**config.mk**
```make
export PLATFORM = sky130hd
export DESIGN_NAME = ts_demuxer
export DESIGN_NICKNAME = d
export VERILOG_FILES = /design/src/rtl/ts_demuxer.sv
export SDC_FILE = /design/constraint.sdc
export NUM_CORES = 2
export LEC_CHECK = 0
export CAP_MARGIN = 10
export CORE_UTILIZATION = 55
export CTS_CLUSTER_DIAMETER = 150
export DETAILED_ROUTE_END_ITERATION = 16
export PLACE_DENSITY = 0.77
export SYNTH_ARGS = -nofsm -noshare
export SYNTH_HDL_FRONTEND = slang
export SYNTH_SLANG_ARGS = --single-unit
```
**constraint.sdc**
```tcl
create_clock -name CLK -period 3.3 [get_ports CLK]
set_input_delay 0.495 -clock CLK [delete_from_list [all_inputs] [get_ports CLK]]
set_output_delay 0.495 -clock CLK [all_outputs]
set_load 0.01 [all_outputs]
```
**src/rtl/ts_demuxer.sv**
```systemverilog
// ts_demuxer: splits the tagged muxed TS stream into four channels through a two-bank ping-pong buffer.
// Latency: first byte out 2 cycles after the last byte in; no backpressure, packets are dropped when both banks are full.
module ts_demuxer #(
  parameter int         PKT_LEN   = 188,
  parameter logic [5:0] TAG_BASE  = 6'b010001,
  parameter logic [7:0] SYNC_OUT  = 8'h47,
  parameter int         LOCK_GOOD = 2
) (
  input  logic        CLK,
  input  logic        RST,
  input  logic [7:0]  DATA_IN,
  input  logic        D_VALID_IN,
  input  logic        P_SYNC_IN,
  input  logic [3:0]  CH_ENABLE,
  output logic [7:0]  DATA_OUT,
  output logic [3:0]  D_VALID_OUT,
  output logic        P_SYNC_OUT,
  output logic        SYNC_LOCKED,
  output logic [15:0] ERR_COUNT
);

  localparam logic [7:0] LAST   = 8'(PKT_LEN - 1);
  localparam logic [7:0] LOCK_N = 8'(LOCK_GOOD);

  typedef enum logic [1:0] {W_HUNT, W_FILL, W_DROP} wr_state_t;
  typedef enum logic       {R_IDLE, R_READ}         rd_state_t;

  logic [7:0] mem [2][PKT_LEN];

  wr_state_t  w_state, w_state_nx;
  logic [7:0] w_cnt, w_cnt_nx;
  logic [1:0] w_ch, w_ch_nx;
  logic       wr_bank, wr_bank_nx;
  logic       mem_we;
  logic [7:0] mem_waddr;
  logic [1:0] err_inc;
  logic       pkt_done;
  logic       tag_ok;

  rd_state_t  r_state, r_state_nx;
  logic [7:0] r_cnt, r_cnt_nx;
  logic [1:0] r_ch, r_ch_nx;
  logic       rd_bank, rd_bank_nx;
  logic       rd_free;
  logic       out_en;
  logic       out_first;

  logic [1:0] full, full_nx;
  logic [1:0] bank_ch [2];
  logic [7:0] good_cnt;
  logic [16:0] err_sum;

  assign tag_ok  = (DATA_IN[7:2] == TAG_BASE);
  assign err_sum = {1'b0, ERR_COUNT} + {15'd0, err_inc};

  always_comb begin
    w_state_nx = w_state;
    w_cnt_nx   = w_cnt;
    w_ch_nx    = w_ch;
    wr_bank_nx = wr_bank;
    mem_we     = 1'b0;
    mem_waddr  = w_cnt;
    err_inc    = 2'd0;
    pkt_done   = 1'b0;
    if (D_VALID_IN) begin
      if (w_state == W_FILL && !P_SYNC_IN) begin
        mem_we = 1'b1;
        if (w_cnt == LAST) begin
          pkt_done   = 1'b1;
          wr_bank_nx = ~wr_bank;
          w_state_nx = W_HUNT;
        end else begin
          w_cnt_nx = w_cnt + 8'd1;
        end
      end else if (P_SYNC_IN) begin
        // A sync inside FILL is a short packet; the same byte then starts a new hunt.
        if (w_state == W_FILL) err_inc = 2'd1;
        if (!tag_ok) begin
          err_inc    = err_inc + 2'd1;
          w_state_nx = W_HUNT;
        end else if (full[wr_bank]) begin
          err_inc    = err_inc + 2'd1;
          w_state_nx = W_DROP;
        end else begin
          mem_we     = 1'b1;
          mem_waddr  = 8'd0;
          w_ch_nx    = DATA_IN[1:0];
          w_cnt_nx   = 8'd1;
          w_state_nx = W_FILL;
        end
      end
    end
  end

  always_comb begin
    r_state_nx = r_state;
    r_cnt_nx   = r_cnt;
    r_ch_nx    = r_ch;
    rd_bank_nx = rd_bank;
    rd_free    = 1'b0;
    out_en     = 1'b0;
    out_first  = 1'b0;
    case (r_state)
      R_IDLE: begin
        if (full[rd_bank]) begin
          if (CH_ENABLE[bank_ch[rd_bank]]) begin
            out_en     = 1'b1;
            out_first  = 1'b1;
            r_ch_nx    = bank_ch[rd_bank];
            r_cnt_nx   = 8'd1;
            r_state_nx = R_READ;
          end else begin
            rd_free    = 1'b1;
            rd_bank_nx = ~rd_bank;
          end
        end
      end
      R_READ: begin
        out_en = 1'b1;
        if (r_cnt == LAST) begin
          rd_free    = 1'b1;
          rd_bank_nx = ~rd_bank;
          r_state_nx = R_IDLE;
        end else begin
          r_cnt_nx = r_cnt + 8'd1;
        end
      end
      default: r_state_nx = R_IDLE;
    endcase
  end

  always_comb begin
    full_nx = full;
    if (rd_free)  full_nx[rd_bank] = 1'b0;
    if (pkt_done) full_nx[wr_bank] = 1'b1;
  end

  always_ff @(posedge CLK) begin
    if (mem_we) mem[wr_bank][mem_waddr] <= DATA_IN;
  end

  always_ff @(posedge CLK or negedge RST) begin
    if (!RST) begin
      w_state     <= W_HUNT;
      w_cnt       <= 8'd0;
      w_ch        <= 2'd0;
      wr_bank     <= 1'b0;
      r_state     <= R_IDLE;
      r_cnt       <= 8'd0;
      r_ch        <= 2'd0;
      rd_bank     <= 1'b0;
      full        <= 2'b00;
      bank_ch[0]  <= 2'd0;
      bank_ch[1]  <= 2'd0;
      good_cnt    <= 8'd0;
      DATA_OUT    <= 8'd0;
      D_VALID_OUT <= 4'd0;
      P_SYNC_OUT  <= 1'b0;
      SYNC_LOCKED <= 1'b0;
      ERR_COUNT   <= 16'd0;
    end else begin
      w_state <= w_state_nx;
      w_cnt   <= w_cnt_nx;
      w_ch    <= w_ch_nx;
      wr_bank <= wr_bank_nx;
      r_state <= r_state_nx;
      r_cnt   <= r_cnt_nx;
      r_ch    <= r_ch_nx;
      rd_bank <= rd_bank_nx;
      full    <= full_nx;
      if (pkt_done) bank_ch[wr_bank] <= w_ch;
      // Byte 0 never comes from the RAM: the tag is replaced by the fixed sync byte.
      DATA_OUT    <= !out_en ? 8'd0 : (out_first ? SYNC_OUT : mem[rd_bank][r_cnt]);
      D_VALID_OUT <= out_en ? (4'b0001 << r_ch_nx) : 4'b0000;
      P_SYNC_OUT  <= out_first;
      ERR_COUNT   <= err_sum[16] ? 16'hFFFF : err_sum[15:0];
      if (err_inc != 2'd0) begin
        good_cnt    <= 8'd0;
        SYNC_LOCKED <= 1'b0;
      end else if (pkt_done) begin
        if (good_cnt != LOCK_N) good_cnt <= good_cnt + 8'd1;
        if (good_cnt + 8'd1 >= LOCK_N) SYNC_LOCKED <= 1'b1;
      end
    end
  end

endmodule

```
==> results.py <==
metrics = {
    "synth": {
        "netlist_top_cells_area": "edfxtp_1 (75%), mux4_2 (13%), mux2i_1 (2.6%)",
        "synthesis.area_um2": 121000,
        "yosys.area.top_type_share_pct": 74.9,
        "mappedNetlistNets": 5817,
        "async_reset_ff_share_pct": 2.24,
        "synth_top_cell_by_area": "edfxtp_1",
        "synth_cells": 5792,
        "ys_seq_area_share_pct": 76.3,
        "synth_enable_flop_cells": 3008,
        "yosysWarnings": 0,
        "ys_seq_elements": 3077,
        "synth_cell_types": 77,
        "synth.avg_cell_area_um2": 20.8,
        "synthFlopType": "edfxtp_1",
    },
    "finish": {
        "syn_to_final_growth_pct": 16.3,
        "drive_gt1_share_pct": 29.9,
        "fin_area_um2": 140000,
        "fin_nets": 6614,
        "fillers": 13400,
        "fin_cells": 9673,
    },
    "power": {
        "seq_power_share_pct": 54.7,
        "powerDensity_nw_per_um2": 561,
        "power_frac_comb_pct": 1.9,
        "ir_worst_vdd_mv": 0.567,
        "power_switching_w": 0.0157,
        "p_sw_share_pct": 20.0,
        "p_leak_nw": 46.3,
        "cell_internal_pwr_w": 0.0629,
        "p_clk_share_pct": 43.5,
    },
    "routing": {
        "drt_iter0_drc": 9403,
        "dr_total_vias": 64300,
        "drc": 0,
        "avgViaCountPerCell": 6.65,
        "wirelength_um": 324000,
        "ant_nets": 0,
        "wire_per_inst_um": 33.5,
        "firstDrtPassIters": 6,
    },
    "sta": {
        "slew-limit-headroom_pct": 5.06,
        "fin_worst_skew_ns": 0.0674,
        "min_period_ns": 3.35,
        "finalWorstSetupSlack_ns": -0.0503,
        "grt_setup_unrepaired": "yes",
        "hold_viol_final": 0,
        "fin_crit_sh_pct": 102,
        "fmax_mhz": 298,
        "finalSetupViolations": 3,
        "worst_pin_slew_ns": 1.42,
        "drv_slew": 0,
    },
    "min_path": {
        "hp-start": "DATA_IN[0]",
        "worstHoldEndpoint": "mem[0][472]",
        "hold_depth": 1,
        "holdCritPathClass": "in -> reg",
    },
    "placed_design": {
        "portBuffers": 45,
        "placed_cells": 9104,
        "gp_congestion": 0.937,
        "post_dp_cell_area_um2": 130000,
        "hpwl_um": 199000,
    },
    "clock_tree": {
        "cts_buffers": 311,
        "h-tree-depth": 5,
        "cts.sinks": 3077,
        "cts.clk_slew.worst_paths_ns": 0.06,
        "cts_tree": "yes",
        "insertion_delay_ns": 0.94,
        "root_buffer": "clkbuf_16",
        "clock_path_buffers": 4,
    },
    "critical_path": {
        "cp_slowest_cell": "mux4_2",
        "crit_type": "reg -> reg",
        "max_stage_delay_ns": 0.53,
        "r2r_slack_ns": -0.05,
        "startpoint_type": "register",
        "reg2reg_depth": 10,
        "cp_data_required_time_ns": 4.08,
        "crit_arrival_ns": 4.13,
        "crit_top_cell": "buf_12",
        "r2r_start": "rd_bank",
        "crit_path_end_kind": "register",
        "crit_chain": "buf_12 > buf_12 > buf_12 > buf_4 > mux4_2 > mux2i_1 > o22a_1 > a41oi_1 > a32oi_2 > o22ai_1",
        "worstPathMaxFanout": 27,
        "reg2reg_to": "DATA_OUT[1]",
    },
    "outcome": {
        "violations": "negative setup slack",
        "outcome": "finished, violations left",
    },
    "grt": {
        "grt_max_degree": 221,
        "grt_pass1_wl_um": 463000,
        "track_usage_pct": 29.3,
        "grt_pass1_vias": 65100,
        "overflow": 0,
        "antenna_found_initial": 8,
    },
    "floorplanning": {
        "die_w_um": 470,
        "core_um2": 218000,
        "start_util_pct": 55.4,
        "io_pins": 46,
        "die_area_um2": 221000,
        "die_y_um": 470,
        "rows": 171,
    },
    "job": {
        "maxCapViolations": 0,
    },
}
[state kept, by name, summed over array words and instances (netlist names), 2 cells and up]
register / cells
DATA_OUT: 8
D_VALID_OUT: 4
ERR_COUNT: 16
bank_ch: 4
full: 2
good_cnt: 8
mem: 3008
r_ch: 2
r_cnt: 8
w_ch: 2
w_cnt: 8
w_state: 2
[how the worst max path moves through the flow]
stage / to / depth (start not counted) / start / slack, ns
2_1_floorplan: ERR_COUNT[1] / 17 / DATA_IN[5] / -0.002
3_3_place_gp: DATA_OUT[2] / 8 / rd_bank / -0.49
5_1_grt: DATA_OUT[1] / 12 / rd_bank / -0.06
6_report: DATA_OUT[1] / 10 / rd_bank / -0.05
4_1_cts: DATA_OUT[1] / 10 / rd_bank / -0.002
3_5_place_dp: DATA_OUT[2] / 8 / rd_bank / -0.52
[cells by family (layout without fill, tap and decap cells)]
kind of cell,Yosys count,after routing,share of synthesized area [%]
compound gates,397,397,2.24
xor+xnor,31,31,0.225
fa+ha+maj,9,9,0.0996
buf+inv,365,1387,1.75
flops,3077,3077,76.3
mux,1056,1056,16.3
other cells,0,4,0
simple gates,857,858,3.04
[timing repair]
item / CTS / global route
gates resized for setup: 32 / 50
setup buffers: 8 / 14
hold endpoints to repair: 69 / 0
pin swaps: 4 / 16
hold buffers: 1 / 0
gates cloned: 1 / 3
endpoints found under the setup margin: 10 / 238
[cells in the final DEF (no fill, tap or decap), types with 17 or more instances in the layout]
master	count
clkdlybuf4s50_1	36
nand2_1	191
clkinv_1	57
o21ai_0	36
nor3_1	24
clkinv_2	53
a21oi_1	65
nand3_1	69
mux2i_1	306
buf_4	644
o22ai_1	53
mux4_2	721
bufinv_16	25
buf_12	118
a31oi_1	25
a22oi_1	72
inv_1	19
clkbuf_16	322
nor2_1	437
dfrtp_1	63
clkbuf_1	68
nand4_1	23
o221ai_1	17
xor2_1	18
edfxtp_1	3008
[critical path, delay by kind of cell (launching register included)]
kind / cells / cell delay (ns)
AOI/OAI and AO/OA: 4 / 1.15
buffers and inverters: 4 / 0.79
DFF: 1 / 0.42
muxes: 2 / 0.76
[stage by stage]
stage	hold slack (ns)	total power (W)	utilization, %	setup WS [ns]	setup TNS (ns)
after floorplan	0.199	0.0440	-	-0.00198	-0.00198
after global placement	0.472	0.0452	59.7	-0.491	-336.82
after detailed placement	0.492	0.0452	59.7	-0.519	-413.30
after CTS	0.0622	0.0787	64.3	-0.00223	-0.00223
after global routing	0.0791	0.0802	64.5	-0.0598	-0.355
final	0.0942	0.0786	64.5	-0.0503	-0.100
[cells in the mapped netlist (5+ instances only)]
cell type and instances:
clkbuf_1 130, a311oi_1 5, buf_4 41, a211oi_1 16, and2_1 9, o31ai_1 6, o21ai_0 44, nand3_1 71
a21oi_1 68, buf_6 51, edfxtp_1 3008, mux2_2 16, nor2_1 444, buf_8 7, nand2_1 202, nand2b_1 11
mux4_2 721, xor2_1 18, nor3b_1 5, o211ai_1 5, ha_1 8, nand4_1 23, buf_2 89, buf_1 22
o221ai_1 17, o2111ai_1 10, nor4_1 9, a2111oi_0 8, inv_1 21, dfrtp_1 69, and3_1 16, xnor2_1 13
a32oi_1 8, a221oi_1 11, nor3_1 27, a31oi_1 30, o22ai_1 55, a22oi_1 73, nor2b_1 19, mux2i_1 316
[routing by layer]
metal / part of all wire [%] / track usage, % / up-vias
li1: - / - / 25500
met1: 34 / 38.4 / 33000
met2: 47 / 45.9 / 4867
met3: 13 / 7.49 / 898
met4: 5.7 / 14.4 / 8
met5: 0.014 / 0 / -
[power by group through the flow]
stage | clock network [W] | registers (W) | logic, W
4_1_cts | 0.0343 | 0.0430 | 0.00142
2_1_floorplan | 0 | 0.0438 | 0.000195
3_5_place_dp | 0 | 0.0438 | 0.00142
5_1_grt | 0.0358 | 0.0430 | 0.00149
3_3_place_gp | 0 | 0.0438 | 0.00137
6_report | 0.0342 | 0.0430 | 0.00146
[final cells by class]
cell class	instances	area (um2)	area share, %
clock buffer	388	8260	5.89
antenna	4	10.0	0.00714
clock inverter	151	1380	0.981
timing repair buffer	824	8030	5.72
inverter	24	97.6	0.0696
tap	2854	3570	2.55
sequential	3077	92100	65.6
multi-input combinational	2351	26800	19.1
No activity file was read; power rests on OpenSTA's default activity.
